<file path="config.mk">
export PLATFORM = sky130hd
export DESIGN_NAME = capture_sequencer
export DESIGN_NICKNAME = d
export VERILOG_FILES = /design/src/rtl/capture_seq_pkg.sv /design/src/rtl/capture_sequencer_out_reg.sv /design/src/rtl/capture_sequencer.sv
export SDC_FILE = /design/constraint.sdc
export NUM_CORES = 1
export LEC_CHECK = 0
export BUFFER_PORTS_ARGS = -buffer_cell sky130_fd_sc_hd__buf_2
export CORE_UTILIZATION = 55
export CTS_BUF_LIST = sky130_fd_sc_hd__clkbuf_16
export CTS_CLUSTER_DIAMETER = 100
export DETAILED_ROUTE_END_ITERATION = 10
export GPL_TIMING_DRIVEN = 0
export HOLD_SLACK_MARGIN = 0.1
export PLACE_DENSITY = 0.79
export SETUP_SLACK_MARGIN = 0.5
export SYNTH_ARGS = -nofsm -noshare
export SYNTH_HDL_FRONTEND = slang
export SYNTH_SLANG_ARGS = --single-unit
</file>
<file path="constraint.sdc">
create_clock -name i_clk -period 2.38 [get_ports i_clk]
set_input_delay 0.357 -clock i_clk [delete_from_list [all_inputs] [get_ports i_clk]]
set_output_delay 0.357 -clock i_clk [all_outputs]
set_load 0.02 [all_outputs]
</file>
<file path="src/rtl/capture_seq_pkg.sv">
// ============================================================================
// Module      : capture_seq_pkg
// Description : Shared types and constants for the capture sequencer: state
//               encoding, header beat layout and a header builder helper.
// Revision    : 1.0 - initial release
// ============================================================================
`default_nettype none

package capture_seq_pkg;

    // Sequencer states; the numeric encoding is visible on o_state.
    typedef enum logic [2:0] {
        IDLE      = 3'd0,
        ARM       = 3'd1,
        WAIT_TRIG = 3'd2,
        CAPTURE   = 3'd3,
        DRAIN     = 3'd4,
        DONE      = 3'd5
    } seq_state_e;

    localparam logic [7:0] HEADER_MAGIC = 8'hA5;

    // Header beat layout: {magic[31:24], 5'b0, timeout[18], overflow[17], 1'b1[16], count[15:0]}
    localparam int HDR_MAGIC_LSB    = 24;
    localparam int HDR_TIMEOUT_BIT  = 18;
    localparam int HDR_OVERFLOW_BIT = 17;
    localparam int HDR_MARK_BIT     = 16;
    localparam int HDR_COUNT_LSB    = 0;

    function automatic logic [31:0] make_header(input logic        timeout,
                                                input logic        overflow,
                                                input logic [15:0] count);
        logic [31:0] h;
        h                            = '0;
        h[HDR_MAGIC_LSB +: 8]        = HEADER_MAGIC;
        h[HDR_TIMEOUT_BIT]           = timeout;
        h[HDR_OVERFLOW_BIT]          = overflow;
        h[HDR_MARK_BIT]              = 1'b1;
        h[HDR_COUNT_LSB +: 16]       = count;
        return h;
    endfunction

endpackage

`default_nettype wire

</file>
<file path="src/rtl/capture_sequencer_out_reg.sv">
// ============================================================================
// Module      : seq_out_reg
// Description : 32-bit valid/ready output register. A load fills it; a beat
//               leaves when the consumer is ready. Load takes priority, so a
//               load in the same cycle as an accept replaces the word.
// Revision    : 1.0 - initial release
// ============================================================================
`default_nettype none

module seq_out_reg (
    input  logic        i_clk,
    input  logic        mrst,
    input  logic        i_load,
    input  logic [31:0] i_data,
    input  logic        i_ready,
    output logic        o_valid,
    output logic [31:0] o_data
);

    logic        valid_q;
    logic [31:0] data_q;

    // Hold the word until accepted; a new load always wins.
    always_ff @(posedge i_clk) begin
        if (mrst) begin
            valid_q <= 1'b0;
            data_q  <= '0;
        end else if (i_load) begin
            valid_q <= 1'b1;
            data_q  <= i_data;
        end else if (valid_q && i_ready) begin
            valid_q <= 1'b0;
        end
    end

    assign o_valid = valid_q;
    assign o_data  = data_q;

endmodule

`default_nettype wire

</file>
<file path="src/rtl/capture_sequencer.sv">
// ============================================================================
// Module      : capture_sequencer
// Description : Sequences one capture channel and its FIFO through arm,
//               trigger wait, capture and drain to a host valid/ready port.
//               Optional header beat on drain entry: CAPTURE_SEQ_HEADER_EN.
// Revision    : 1.0 - initial release
// ============================================================================
`default_nettype none

module capture_sequencer
    import capture_seq_pkg::*;
#(
    parameter int          RST_HOLD     = 8,
    parameter int          FIFO_DEPTH   = 256,
    parameter logic [31:0] TRIG_TIMEOUT = 32'd50_000_000,
    localparam int         CNT_W        = $clog2(FIFO_DEPTH + 1)
) (
    input  logic             i_clk,
    input  logic             mrst,
    input  logic             i_arm,
    input  logic             i_abort,
    input  logic             i_run,
    input  logic             i_fifo_empty,
    input  logic             i_fifo_full,
    input  logic [31:0]      i_fifo_q,
    output logic             o_fifo_rd,
    output logic             o_fifo_clr,
    output logic             o_chan_rst_n,
    output logic [31:0]      o_data,
    output logic             o_valid,
    input  logic             i_ready,
    output logic             o_busy,
    output logic [2:0]       o_state,
    output logic             o_overflow,
    output logic             o_timeout,
    output logic [CNT_W-1:0] o_word_count
);

    localparam int                HOLD_W    = (RST_HOLD > 1) ? $clog2(RST_HOLD) : 1;
    localparam logic [HOLD_W-1:0] HOLD_LAST = HOLD_W'(RST_HOLD - 1);
    localparam logic [CNT_W-1:0]  CNT_MAX   = CNT_W'(FIFO_DEPTH);

    seq_state_e        state_q, state_d;
    logic [HOLD_W-1:0] hold_q, hold_d;
    logic [31:0]       tmo_q, tmo_d;
    logic              overflow_q, overflow_d;
    logic              timeout_q, timeout_d;
    logic [CNT_W-1:0]  word_cnt_q, word_cnt_d;
    logic              rd_pend_q;
    logic              fifo_clr_q;

    logic              w_arm_take;
    logic              w_out_valid;
    logic              w_accept;
    logic              w_load;
    logic [31:0]       w_load_data;
    logic              w_count_beat;
    logic [31:0]       w_tmo_next;

    assign w_arm_take = i_arm && (state_q == IDLE || state_q == DONE);
    assign w_accept   = w_out_valid && i_ready;
    assign w_tmo_next = tmo_q + 32'd1;

    // Next-state and per-round bookkeeping.
    always_comb begin
        state_d    = state_q;
        hold_d     = hold_q;
        tmo_d      = tmo_q;
        overflow_d = overflow_q;
        timeout_d  = timeout_q;
        word_cnt_d = word_cnt_q;
        if (w_arm_take) begin
            state_d    = ARM;
            hold_d     = '0;
            overflow_d = 1'b0;
            timeout_d  = 1'b0;
            word_cnt_d = '0;
        end else begin
            case (state_q)
                ARM: begin
                    if (i_abort) begin
                        state_d = IDLE;
                    end else if (hold_q == HOLD_LAST) begin
                        state_d = WAIT_TRIG;
                        tmo_d   = '0;
                    end else begin
                        hold_d = hold_q + 1'b1;
                    end
                end
                WAIT_TRIG: begin
                    tmo_d = w_tmo_next;
                    if (i_abort) begin
                        state_d = IDLE;
                    end else if (i_run) begin
                        state_d = CAPTURE;
                    end else if (TRIG_TIMEOUT != 32'd0 && w_tmo_next == TRIG_TIMEOUT) begin
                        timeout_d = 1'b1;
                        state_d   = IDLE;
                    end
                end
                CAPTURE: begin
                    if (i_fifo_full) begin
                        overflow_d = 1'b1;
                    end
                    if (i_abort) begin
                        state_d = IDLE;
                    end else if (!i_run) begin
                        state_d = DRAIN;
                    end
                end
                DRAIN: begin
                    // Abort is deliberately not honoured here so no beat is lost.
                    if (w_count_beat && word_cnt_q != CNT_MAX) begin
                        word_cnt_d = word_cnt_q + CNT_W'(1);
                    end
                    if (i_fifo_empty && !rd_pend_q && !w_out_valid) begin
                        state_d = DONE;
                    end
                end
                DONE:    state_d = IDLE;
                default: state_d = IDLE;
            endcase
        end
    end

    // State and counter registers.
    always_ff @(posedge i_clk) begin
        if (mrst) begin
            state_q    <= IDLE;
            hold_q     <= '0;
            tmo_q      <= '0;
            overflow_q <= 1'b0;
            timeout_q  <= 1'b0;
            word_cnt_q <= '0;
            rd_pend_q  <= 1'b0;
            fifo_clr_q <= 1'b1;
        end else begin
            state_q    <= state_d;
            hold_q     <= hold_d;
            tmo_q      <= tmo_d;
            overflow_q <= overflow_d;
            timeout_q  <= timeout_d;
            word_cnt_q <= word_cnt_d;
            rd_pend_q  <= o_fifo_rd;
            fifo_clr_q <= (state_d == ARM);
        end
    end

`ifdef CAPTURE_SEQ_HEADER_EN
    logic [15:0] hdr_cnt_q;
    logic        hdr_beat_q;
    logic        w_hdr_load;

    assign w_hdr_load = (state_q == CAPTURE) && (state_d == DRAIN);

    // Sample count for the header; the trigger cycle is the first sample.
    always_ff @(posedge i_clk) begin
        if (mrst) begin
            hdr_cnt_q  <= '0;
            hdr_beat_q <= 1'b0;
        end else begin
            if (w_arm_take) begin
                hdr_cnt_q <= '0;
            end else if ((state_q == CAPTURE || (state_q == WAIT_TRIG && state_d == CAPTURE))
                         && i_run && !i_fifo_full) begin
                hdr_cnt_q <= hdr_cnt_q + 16'd1;
            end
            if (w_hdr_load) begin
                hdr_beat_q <= 1'b1;
            end else if (w_accept) begin
                hdr_beat_q <= 1'b0;
            end
        end
    end

    assign w_load       = w_hdr_load || rd_pend_q;
    assign w_load_data  = w_hdr_load ? make_header(timeout_q, overflow_d, hdr_cnt_q) : i_fifo_q;
    assign w_count_beat = w_accept && !hdr_beat_q;
`else
    assign w_load       = rd_pend_q;
    assign w_load_data  = i_fifo_q;
    assign w_count_beat = w_accept;
`endif

    seq_out_reg u_out_reg (
        .i_clk   (i_clk),
        .mrst    (mrst),
        .i_load  (w_load),
        .i_data  (w_load_data),
        .i_ready (i_ready),
        .o_valid (w_out_valid),
        .o_data  (o_data)
    );

    // One read in flight; the output register is free or emptying this cycle.
    assign o_fifo_rd    = (state_q == DRAIN) && !i_fifo_empty && !rd_pend_q
                          && (!w_out_valid || w_accept);
    assign o_fifo_clr   = fifo_clr_q;
    assign o_chan_rst_n = (state_q == WAIT_TRIG) || (state_q == CAPTURE) || (state_q == DRAIN);
    assign o_valid      = w_out_valid;
    assign o_busy       = (state_q != IDLE);
    assign o_state      = state_q;
    assign o_overflow   = overflow_q;
    assign o_timeout    = timeout_q;
    assign o_word_count = word_cnt_q;

endmodule

`default_nettype wire
</file>
Word-level counts from Yosys, hierarchy flattened
Index checks and enable logic that the tools add are counted.
Widths: inputs -> output; s select.
Storage, ports and cells
  register bits after elaboration: 84
  output and inout port bits: 51
  word-level logic and storage cells: 68
Cells by class
  add/sub/neg operators: 3
  equality and inequality tests: 11
  mux-type cells: 15
  bitwise logic cells: 4
  reduce and logical (&&, ||, !) cells: 25
Operator list (number)
  $mux 32: 2
  $pmux 32 s2: 1
  $add 32x1->32 const B: 1
  $eq 32x26->1 const B: 1
  $mux 3: 9
  $pmux 3 s4: 1
  $add 9x1->9 const B: 1
  $eq 3x3->1 const B: 3
  $ne 9x9->1 const B: 1
  $logic_and 1x1->1: 8
  $reduce_and 4->1: 2
  $eq 3x1->1 const B: 2
  $eq 3x2->1 const B: 2
  $logic_or 1x1->1: 4
  $ne 2x2->1 const B: 2
  $not 1->1: 4
  $reduce_and 2->1: 2
  $reduce_bool 2->1: 2
  $add 3x1->3 const B: 1
  $logic_not 1->1: 3
  $logic_not 3->1: 1
  $reduce_and 3->1: 1
  $reduce_bool 3->1: 1
  $mux 1: 2
  $reduce_or 2->1: 1

Depth between registers and ports, before layout
  depth after elaboration: 8
  mapped depth: 10

Hierarchy
From an unflattened synthesis, not the netlist that was laid out.
Unflattened totals
  cells, all modules: 515
  area, all modules: 4359.2 sq um
By module, submodules not included
  capture_sequencer: instances 1, cells an instance 407, area each 3154.3 sq um
  seq_out_reg: instances 1, cells an instance 108, area each 1204.9 sq um

Worst setup path after synthesis
Ideal clock, no wire load.
  path kind: register -> register
  from: reg tmo_q[0]
  to: reg state_q[1], in the netlist o_state[1]
  library setup time: 0.115 ns
  data arrival time: 2.067 ns
  data required time: 2.265 ns
  setup slack: 0.199 ns
  stages on the path, launching flop included: 9
  buffers on the path: 0
  path through: dfxtp_1 > ha_1 > nand3_2 > nor4_4 > nand3_1 > mux2i_1 > nor4_2 > nand3_1 > o21a_1
Between the ends
  longest elaborated chain between the ends: 7
Ends and longest elaborated chain
  start: declaration: line capture_sequencer.sv:45  | logic [31:0] tmo_q, tmo_d;
  start signal: assignment: line capture_sequencer.sv:140  | tmo_q <= tmo_d;
  $add 32x1->32: line capture_sequencer.sv:62  | assign w_tmo_next = tmo_q + 32'd1;
  $eq 32x26->1: line capture_sequencer.sv:96  | end else if (TRIG_TIMEOUT != 32'd0 && w_tmo_next == TRIG_TIMEOUT) begin
  $mux 3: line capture_sequencer.sv:96
  $mux 3: line capture_sequencer.sv:94  | end else if (i_run) begin
  $mux 3: line capture_sequencer.sv:92  | if (i_abort) begin
  $pmux 3 s4: line capture_sequencer.sv:79  | case (state_q)
  $mux 3: line capture_sequencer.sv:72  | if (w_arm_take) begin
  end signal: assignment: line capture_sequencer.sv:138  | state_q <= state_d;
  end: declaration: line capture_sequencer.sv:43  | seq_state_e state_q, state_d;
No other way between the ends.
A chain may end at the register's enable or synchronous reset.

Final worst setup path
  from: reg tmo_q[1]
  to: reg state_q[1], in the netlist o_state[1]
Same word-level chain as after synthesis.

==> flow_metrics.tcl <==
set metrics [dict create \
    outcome "finished, final reports clean" \
    ys_warn_count 0 \
    num_antenna_cells 0 \
    die_h_um 91.0 \
    drtAntennaViolNets 0 \
    finalPower_mw 2.86 \
    synth_xor_area_share_pct 3.42 \
    numCtsBuffers 9 \
    setup_violations 0 \
    critPathMaxFanout 6 \
    drt-initial-drc-count 406 \
    synth_async_sr_flop_share_pct 0 \
    area.growth.synth_to_final_pct 37.1 \
    worstSetupPathType "flip-flop to flip-flop" \
    io_pins 91 \
    wl_um 13200 \
    stdcell_count 762 \
    vias_per_cell 5.98 \
    clock_sinks 84 \
    cts_hold_buf 0 \
    ys.flop_type "dfxtp_1" \
    synth_area_leaders "dfxtp_1, mux2i_1, nor2_1, nand2_1, a21oi_1" \
    yosysSeqAreaShare_pct 38.6 \
    synth-seq-cells 84 \
    p_leak_nw 2.43 \
    fin_skew_ns 0.00909 \
    syn_inst 517 \
    required_ns 2.62 \
    clk_latency_ns 0.34 \
    grt_pass1_wl_um 19500 \
    grt_max_degree 17 \
    fmax_mhz 481 \
    max_slew.worst_pin.slew_ns 0.695 \
    muxShareOfSynthArea_pct 8.77 \
    power_density_nw_per_um2 478 \
    layout-drive-gt1-share_pct 38.8 \
    finalHoldViolCount 0 \
    fp.dieW_um 91.0 \
    die_area_um2 8270 \
    worstHoldPathType "input pin to flip-flop" \
    ir_drop_v 0.000478 \
    max-slew-margin-rel_pct 53.7 \
    final.min_clock_period_ns 2.08 \
    synthDistinctLibCells 54 \
    grt_overflow 0 \
    portBuffers 89 \
    first_pass_iters 6 \
    route.detailed.drc 0 \
    synthesis.area_um2 4350 \
    synth_edf_count 0 \
    synthAdderAreaFrac_pct 1.73 \
    arrival_ns 2.32 \
    root_buffer "clkbuf_16" \
    rsz0062_at_grt "true" \
    first_global_vias 4194 \
    synth.avg_cell_area_um2 8.42 \
    worstSetupEndpointType "flip-flop" \
    nets 701 \
    clock_path_buffers 2 \
    synth_nets 563 \
    synth_compound_area_share_pct 14.1 \
    place_inst 708 \
    cts_max_level 3 \
    slew_violations 0 \
    cap_violations 0 \
    antenna_found_initial 0 \
    wl_per_cell_um 17.4 \
    synth_top_area_share_pct 38.6 \
    mostFrequentLayoutCell "buf_2" \
    cts.clk_slew.worst_paths_ns 0.07 \
    num_rows 32 \
    place.gp.congestion 0.900 \
    cts_tree "yes" \
    vias 4555 \
    timing.final.crit_share_pct 87.4 \
    synth_top_family_by_area "simple AND/OR/NAND/NOR gates" \
    crit_path_start_kind "flip-flop" \
    layout_common_cells "buf_2, nor2_1, dfxtp_1" \
    synth_largest_area_cell "dfxtp_1" \
    track_usage_pct 29.2 \
    core_area_um2 7690 \
    start_util_pct 56.6 \
    hpwl_um 8280 \
    synth-simple-area-share_pct 28.8 \
]
metrics by stage:
stage	setup slack, ns	hold slack [ns]	util [%]	cell area [um^2]	TNS [ns]
2_1_floorplan	0.398	0.435	-	4400	0
3_3_place_gp	0.0348	0.454	64.6	4970	0
3_5_place_dp	-0.0127	0.464	64.6	4970	-0.0127
4_1_cts	0.351	0.211	73.0	5610	0
5_1_grt	0.204	0.230	77.6	5970	0
6_report	0.300	0.225	77.6	5970	0
cells by family (layout without fill, tap and decap cells):
group,count (synthesis),in the layout
adder cells (fa/ha/maj),6,6
AO/OA/AOI/OAI,96,96
flip-flops,84,84
AND/OR/NAND/NOR,228,228
multiplexers,38,38
XOR/XNOR,17,17
buffers and inverters,48,191
registers in the layout, indices dropped and copies added, names as in the netlist:
| name | cells |
|---|---|
| o_fifo_clr | 1 |
| o_timeout | 1 |
| u_out_reg.o_valid | 1 |
| rd_pend_q | 1 |
| o_word_count | 9 |
| u_out_reg.o_data | 32 |
| tmo_q | 32 |
| o_overflow | 1 |
| o_state | 3 |
| hold_q | 3 |
area by class of cell:
cell class | instances | area (um^2)
multi-input cells | 385 | 2770
flip-flops and latches | 84 | 1740
fillers | 525 | 1720
repair buffers | 127 | 751
plain buffers | 38 | 267
clock buffers | 9 | 225
well taps | 102 | 128
clock inverters | 7 | 58.8
inverters | 10 | 37.5
per-layer routing:
| metal | global-route usage [%] | wire [um] | part of all wire (%) |
|---|---|---|---|
| met1 | 35.9 | 5300 | 40 |
| met2 | 47.4 | 6430 | 49 |
| met3 | 5.70 | 1020 | 7.7 |
| met4 | 16.9 | 479 | 3.6 |
| met5 | 0 | 0 | 0 |
Yosys cell counts (all sizes together) (2+ instances only):
cell type   n
xor2       11
nand2      42
clkbuf     27
nor3       11
nor4       15
a41oi       3
ha          6
nor3b       4
dfxtp      84
a31oi       9
nor4b       3
buf        11
a211oi      6
nand4b      4
nand4      16
xnor2       6
nand3      14
or4b        2
nor2b       4
a31o        3
o21a        2
a311oi     10
a21oi      30
or3         4
and2        4
o21ai      21
and4        4
o211ai      3
inv        10
nor2       87
mux2i      37
and3        8
nand2b      4
a22oi       3
worst max-delay path, cell delays in order (launching register included):
cell and delay (ns):
dfxtp_4 0.38, ha_4 0.18, nand3_4 0.12, buf_6 0.16, nor4_4 0.19, o211a_1 0.19
o22ai_1 0.10, nor4_2 0.23, buf_4 0.18, nand3_1 0.07, o21a_1 0.17
path summary, 6_finish.rpt:
path	start	endpoint	slack, ns	cells after the start
setup / recovery	tmo_q[1]	o_state[1]	0.30	10
hold / removal	i_fifo_empty	rd_pend_q	0.23	2
setup reg to reg	tmo_q[1]	o_state[1]	0.30	10
hold reg to reg	o_overflow	o_overflow	0.48	2
power by group:
| part | leakage, nW | internal, mW | switching (mW) |
|---|---|---|---|
| clock | 0.135 | 0.725 | 0.635 |
| sequential | 0.690 | 1.39 | 0.00254 |
| combinational | 1.60 | 0.0391 | 0.0589 |
what timing repair did:
item                                    in CTS  in global routing
gates resized for setup                     70                 69
pin swaps                                   17                 32
endpoints found under the setup margin      40                 45
setup buffers                               21                 17
Note: power is estimated with default switching activity, not from simulation.
